## src/rtl/key_pkg.sv

```systemverilog
// Shared types and constants for the push-button debouncer.
// State encoding is fixed so it stays readable in waveforms and netlists.
package key_pkg;

    typedef enum logic [1:0] {
        IDLE         = 2'd0,
        PRESS_WAIT   = 2'd1,
        PRESSED      = 2'd2,
        RELEASE_WAIT = 2'd3
    } key_state_t;

    localparam int unsigned SYNC_STAGES = 2;

    // Raw pin level seen when the button is not pressed.
    function automatic logic inactive_raw(input bit active_low);
        return active_low;
    endfunction

endpackage

```

## src/rtl/key_debounce_channel.sv

```systemverilog
// One key: 2-flop synchroniser, debounce FSM with qualification counter,
// registered level and single-cycle press/release strobes.
module key_debounce_channel
    import key_pkg::*;
#(
    parameter int unsigned DEBOUNCE_CYCLES = 500000,
    parameter bit          KEY_ACTIVE_LOW  = 1'b1
) (
    input  logic clk,
    input  logic reset,
    input  logic key_raw,
    output logic key_level,
    output logic key_press,
    output logic key_release
);

    localparam int unsigned   CW       = $clog2(DEBOUNCE_CYCLES);
    localparam logic [CW-1:0] CNT_LAST = CW'(DEBOUNCE_CYCLES - 1);
    localparam logic          IDLE_RAW = inactive_raw(KEY_ACTIVE_LOW);

    logic [SYNC_STAGES-1:0] sync;
    logic                   s;
    key_state_t             state, state_nx;
    logic [CW-1:0]          cnt, cnt_nx;
    logic                   level_nx, press_nx, rel_nx;

    always_ff @(posedge clk or posedge reset) begin
        if (reset) begin
            sync <= {SYNC_STAGES{IDLE_RAW}};
        end else begin
            sync <= {sync[SYNC_STAGES-2:0], key_raw};
        end
    end

    assign s = sync[SYNC_STAGES-1] ^ KEY_ACTIVE_LOW;

    // Outputs are registered alongside the state so strobes last exactly one cycle.
    always_ff @(posedge clk or posedge reset) begin
        if (reset) begin
            state       <= IDLE;
            cnt         <= '0;
            key_level   <= 1'b0;
            key_press   <= 1'b0;
            key_release <= 1'b0;
        end else begin
            state       <= state_nx;
            cnt         <= cnt_nx;
            key_level   <= level_nx;
            key_press   <= press_nx;
            key_release <= rel_nx;
        end
    end

    always_comb begin
        state_nx = state;
        cnt_nx   = cnt;
        unique case (state)
            IDLE: begin
                if (s) begin
                    state_nx = PRESS_WAIT;
                    cnt_nx   = '0;
                end
            end
            PRESS_WAIT: begin
                if (!s) begin
                    state_nx = IDLE;
                    cnt_nx   = '0;
                end else if (cnt == CNT_LAST) begin
                    state_nx = PRESSED;
                end else begin
                    cnt_nx = cnt + 1'b1;
                end
            end
            PRESSED: begin
                if (!s) begin
                    state_nx = RELEASE_WAIT;
                    cnt_nx   = '0;
                end
            end
            RELEASE_WAIT: begin
                if (s) begin
                    state_nx = PRESSED;
                    cnt_nx   = '0;
                end else if (cnt == CNT_LAST) begin
                    state_nx = IDLE;
                end else begin
                    cnt_nx = cnt + 1'b1;
                end
            end
        endcase
    end

    always_comb begin
        press_nx = (state == PRESS_WAIT) && s && (cnt == CNT_LAST);
        rel_nx   = (state == RELEASE_WAIT) && !s && (cnt == CNT_LAST);
        level_nx = (state_nx == PRESSED) || (state_nx == RELEASE_WAIT);
    end

endmodule

```

## src/rtl/key_debouncer.sv

```systemverilog
// Board push-button front end: NUM_KEYS fully independent debounce channels.
// Produces clean levels plus press/release strobes in the clk domain.
module key_debouncer
    import key_pkg::*;
#(
    parameter int unsigned NUM_KEYS        = 2,
    parameter int unsigned DEBOUNCE_CYCLES = 500000,
    parameter bit          KEY_ACTIVE_LOW  = 1'b1
) (
    input  logic                clk,
    input  logic                reset,
    input  logic [NUM_KEYS-1:0] key_raw,
    output logic [NUM_KEYS-1:0] key_level,
    output logic [NUM_KEYS-1:0] key_press,
    output logic [NUM_KEYS-1:0] key_release
);

    for (genvar i = 0; i < NUM_KEYS; i++) begin : g_key
        key_debounce_channel #(
            .DEBOUNCE_CYCLES(DEBOUNCE_CYCLES),
            .KEY_ACTIVE_LOW (KEY_ACTIVE_LOW)
        ) u_channel (
            .clk        (clk),
            .reset      (reset),
            .key_raw    (key_raw[i]),
            .key_level  (key_level[i]),
            .key_press  (key_press[i]),
            .key_release(key_release[i])
        );
    end

endmodule
```

## config.mk

```make
export PLATFORM = sky130hd
export DESIGN_NAME = key_debouncer
export DESIGN_NICKNAME = d
export VERILOG_FILES = /design/src/rtl/key_pkg.sv /design/src/rtl/key_debounce_channel.sv /design/src/rtl/key_debouncer.sv
export SDC_FILE = /design/constraint.sdc
export NUM_CORES = 1
export LEC_CHECK = 0
export ABC_CLOCK_PERIOD_IN_PS = 2200
export CORE_UTILIZATION = 60
export CTS_CLUSTER_SIZE = 12
export DETAILED_ROUTE_END_ITERATION = 7
export GPL_TIMING_DRIVEN = 0
export HOLD_SLACK_MARGIN = 0.06
export PLACE_DENSITY = 0.78
export SLEW_MARGIN = 20
export SYNTH_ARGS = -nofsm -noshare
export SYNTH_HDL_FRONTEND = slang
export SYNTH_SLANG_ARGS = --single-unit
```

## constraint.sdc

```tcl
create_clock -name clk -period 2.2 [get_ports clk]
set_clock_uncertainty 0.05 [all_clocks]
set_input_delay 0.44 -clock clk [delete_from_list [all_inputs] [get_ports clk]]
set_output_delay 0.44 -clock clk [all_outputs]
set_load 0.01 [all_outputs]
```

=== Word-level counts from Yosys, hierarchy flattened ===
Cells that the tools add are included.

* Muxes and demuxes: 26
* Reduce and logical (&&, ||, !) cells: 14
* Add/subtract/negate cells: 2
* Bitwise logic cells: 2
* Equality and inequality tests: 16

{| class="wikitable"
|+ Operators by type and width
! kind !! count
|-
| 19-bit two-way mux || 10
|-
| 19-bit one-hot mux with 4 select lines || 2
|-
| 19-bit by 1-bit adder with 19-bit output (second input constant) || 2
|-
| 19-bit equality test (second input constant) || 2
|-
| 2-bit two-way mux || 12
|-
| 2-bit equality test (second input constant) || 8
|-
| 2-bit one-hot mux with 4 select lines || 2
|-
| 1-bit logical AND || 8
|-
| 2-bit by 1-bit equality test with 1-bit output (second input constant) || 2
|-
| 2-bit zero test || 2
|-
| 2-bit by 1-bit != test with 1-bit output (second input constant) || 2
|-
| 2-bit != test (second input constant) || 2
|-
| 2-bit AND reduction || 2
|-
| 1-bit logical OR || 2
|-
| 1-bit inverter || 2
|}

* Register bits after elaboration: 52
* Logic and storage cells: 72

=== Depth between registers and ports, before layout ===
* Depth after elaboration: 6
* Depth in mapped cells: 7

=== Cells and area by module ===
Synthesis repeated with hierarchy kept, for this count alone.

* Cells, all modules: 270
* Area, all modules: 2607.5 µm²

{| class="wikitable"
|+ By module, submodules not included
! module !! area each (µm²) !! instances !! cells an instance
|-
| key_debounce_channel || 1303.8 || 2 || 135
|}

=== Worst setup path before layout ===
No wires, ideal clock.

* Kind: register to register
* Start point: register g_key[0].u_channel.cnt[0]
* End point: register g_key[0].u_channel.cnt[0]
* Cell stages (with the launch flop): 8
* Data arrival time: 1844 ps
* Clock period less this slack: 1968 ps
* Slack: 232 ps
* Library setup time: 74 ps
* Cells stage by stage: dfrtp_1 > ha_1 > and4_1 > and4_1 > and3_1 > buf_6 > or3_2 > o21ai_2

* Word-level cells in the longest chain between the ends: 4
* Elaborated cells on any way between the ends: 6

{| class="wikitable"
|+ Ends and longest elaborated chain
! item !! line !! RTL
|-
| start, declared || key_debounce_channel.sv:24 || <nowiki>logic [CW-1:0] cnt, cnt_nx;</nowiki>
|-
| start signal, assigned || key_debounce_channel.sv:47 || <nowiki>cnt <= cnt_nx;</nowiki>
|-
| 19-bit by 1-bit adder with 19-bit output or 19-bit equality test (tied branches) || n/a ||
|-
| 19-bit two-way mux (*) || key_debounce_channel.sv:68, key_debounce_channel.sv:84 ||
|-
| 19-bit two-way mux, on equally long branches || key_debounce_channel.sv:81, key_debounce_channel.sv:65 ||
|-
| 19-bit one-hot mux with 4 select lines (*) || key_debounce_channel.sv:57 || <nowiki>unique case (state)</nowiki>
|}

Every way passes the cells marked *; elsewhere a longest branch is shown, timed or not.
A chain may end at the register's enable or synchronous reset.

=== Worst setup path after layout ===
Ends and elaborated chain as after synthesis.

==> reports/metrics.yaml <==
status: "finished, final reports clean"
crit_buf_inv: 1
die_y_um: 70.09
core-area_mm2: 0.004414
async_reset_ff_share_pct: 100.0
synth_fp_nets: 299
worstPathMaxFanout: 7
grt_pass1_wl_um: 9370
drive_above_1_share_pct: 12.90
wl_um: 5351
dp_hpwl_um: 3745
drt_first_pass_iters: 4
drc_errors: 0
power_density_mw_per_mm2: 597.0
cts_sinks: 52
grt-busiest-layer: "met2"
regArea_mm2: 0.001306
power_switching_mw: 0.3923
crit_slowest_cell: "or3_2"
area_growth_pct: 11.34
yosysUniqueCellTypes: 51
layout.nets: 316
yosysSeqAreaShare_pct: 46.96
row_count: 24
io_buffers: 9
drt_iter0_markers: 151
placed_area_mm2: 0.002957
multi_input_area_mm2: 0.001345
crit_path_frequent_cell: "and4_1"
cp_cell_sequence: "ha_2 -> and4_1 -> and4_1 -> and3_1 -> buf_6 -> or3_2 -> o21ai_2"
period_needed_ps: 2058
grt.met1_usage_pct: 31.98
clkTransAtPathRegs_ps: 90
met2_usage_pct: 39.10
synth-seq-cells: 52
clockPowerShare_pct: 40.8
grt_pass1_vias: 2083
max_freq_mhz: 486.0
via_per_inst: 5.898
rsz0062_at_grt: "false"
sw_frac_of_total_pct: 21.22
grt-ovfl-total: 0
finalWeightedCongestion: 0.8510
cp-start-kind: "register"
die_w_um: 70.09
syn-mean-instance-area_um2: 9.493
slew_violations: 0
seq_power_share_pct: 52.9
hold_class: "reg2reg"
ios: 10
yosys_warnings: 0
setup_viol: 0
synthCells: 293
fin_crit_sh_pct: 93.53
post-cts-setup-buffers: 0
grt_start_max_net_pins: 36
place_ws_ps: -104.3
final_area_mm2: 0.003097
combPwrFrac_pct: 6.3
die-area_mm2: 0.004912
ys.flop_type: "dfrtp_1"
leakagePower_nw: 1.359
root_buffer: "clkbuf_8"
timing.hold.ws_ps: 309.6
cts_tree: "yes"
critical_path_class: "reg2reg"
insertedDiodeCount: 0
hold_viol_final: 0
initial_utilization_pct: 63.01
met3_usage_pct: 4.329
p_int_mw: 1.457
crit_path_end_kind: "register"
synth_edf_count: 0
drtAntennaViolNets: 0
syn-cell-area_mm2: 0.002781
worstPathArrival_ps: 2240
antenna_found_initial: 0
cts_made_buffers: 5
timing.slew.headroom_pct: 62.96
worst_path_largest_cell_delay_ps: 420
holdBufCountCts: 0
fillers: 352
worst_pin_slew_ps: 550.6
cap_violations: 0
grt.total_usage_pct: 23.73
crit_family: "simple AND/OR/NAND/NOR gates"
clk_path_buf_depth: 2
worst_slack_ps: 142.3
insertion_delay_ps: 300
routedWlPerCell_um: 14.78
vias: 2135
peakVddDrop_uv: 364.3
crit_required_ps: 2380
htree_levels: 2
-- layout make-up --
cell class,count,area share (%)
multi-input combinational,214,43.43
sequential,52,42.18
timing repair buffer,10,3.556
buffer,17,3.354
clock buffer,5,2.222
tap,52,2.101
clock inverter,2,1.939
inverter,10,1.212
-- power groups by stage --
| stage | clock network (mW) | registers (mW) | logic [mW] |
|---|---|---|---|
| 2_1_floorplan | 0 | 0.995 | 0.0824 |
| 3_3_place_gp | 0 | 0.996 | 0.109 |
| 3_5_place_dp | 0 | 0.996 | 0.116 |
| 4_1_cts | 0.766 | 0.978 | 0.117 |
| 5_1_grt | 0.803 | 0.980 | 0.131 |
| 6_report | 0.755 | 0.978 | 0.116 |
-- cells in the final DEF, fill, tap and decap left out, types with 4 or more instances in the layout --
cell type	Yosys	routed
dfrtp_1	48	48
nand2_1	28	28
o21ai_0	25	25
nor2_1	22	22
nand3_1	18	18
a21oi_1	13	13
inv_1	10	9
xor2_1	9	9
clkdlybuf4s50_1	0	9
nand4_1	8	8
xnor2_1	9	8
nor3_1	8	8
and3_1	7	7
buf_4	7	7
and2_1	5	5
mux2i_1	5	5
clkbuf_8	0	5
clkbuf_1	5	4
and4_1	4	4
a31oi_1	4	4
o211ai_1	4	4
o22ai_1	4	4
dfstp_2	4	4
-- cell usage after synthesis (all sizes together), types with 5 or more instances --
library cell	count	area share (%)
buf	10	2.7
nand4	8	1.8
o21ai	26	4.8
inv	10	1.3
nor3	8	1.4
nor2	22	3.0
and3	7	1.6
nor4	6	2.7
nand2	29	4.2
and2	5	1.1
mux2i	5	1.8
xor2	10	3.4
dfrtp	48	43
xnor2	9	2.8
a21oi	13	2.3
and4	5	1.6
nand3	18	3.2
clkbuf	7	1.0
-- registers in the layout, summed over array words and instances (netlist names) --
signal / count
g_key.u_channel.cnt: 38
g_key.u_channel.key_level: 2
g_key.u_channel.key_press: 2
g_key.u_channel.key_release: 2
g_key.u_channel.state: 4
g_key.u_channel.sync: 4
-- worst paths after layout --
check	startpoint	endpoint	slack (ps)	depth (start not counted)
worst max-delay path	g_key[0].u_channel.cnt[0]	g_key[0].u_channel.cnt[0]	140	7
worst min-delay path	g_key[1].u_channel.sync[0]	g_key[1].u_channel.sync[1]	310	0
worst max register to register	g_key[0].u_channel.cnt[0]	g_key[0].u_channel.cnt[0]	140	7
worst min register to register	g_key[1].u_channel.sync[0]	g_key[1].u_channel.sync[1]	310	0
max in group asynchronous	reset	g_key[1].u_channel.sync[0]	1130	3
min in group asynchronous	reset	g_key[0].u_channel.key_level	390	2
-- cells by family after synthesis --
| group | Yosys count | synth area share, % |
|---|---|---|
| AOI/OAI and AO/OA | 64 | 14.08 |
| buffers and inverters | 27 | 5.038 |
| xor gates and xnor gates | 19 | 6.253 |
| adders and majority gates | 2 | 0.8995 |
| muxes | 5 | 1.799 |
| DFF | 52 | 46.96 |
| and+or+nand+nor | 124 | 24.97 |
-- routing by layer --
| layer | up-vias | wire length, µm |
|---|---|---|
| met5 | - | 0 |
| met4 | 0 | 40 |
| met3 | 6 | 158 |
| met2 | 46 | 2584 |
| met1 | 1011 | 2568 |
| li1 | 1072 | - |
-- metrics by stage --
stage / power [mW] / utilization [%] / TNS, ps / instances
global placement: 1.105 / 66.52 / -24130 / 354
floorplan: 1.077 / - / 0 / 293
finish: 1.849 / 70.15 / 0 / 362
global route: 1.914 / 70.15 / 0 / 362
CTS: 1.862 / 70.07 / 0 / 362
detailed placement: 1.112 / 66.98 / -331.0 / 355
-- what timing repair did --
action | CTS | global route
setup endpoints to repair | 6 | 3
cloned | 0 | 0
gates resized for setup | 1 | 3
Note: power is estimated with default switching activity, not from simulation.
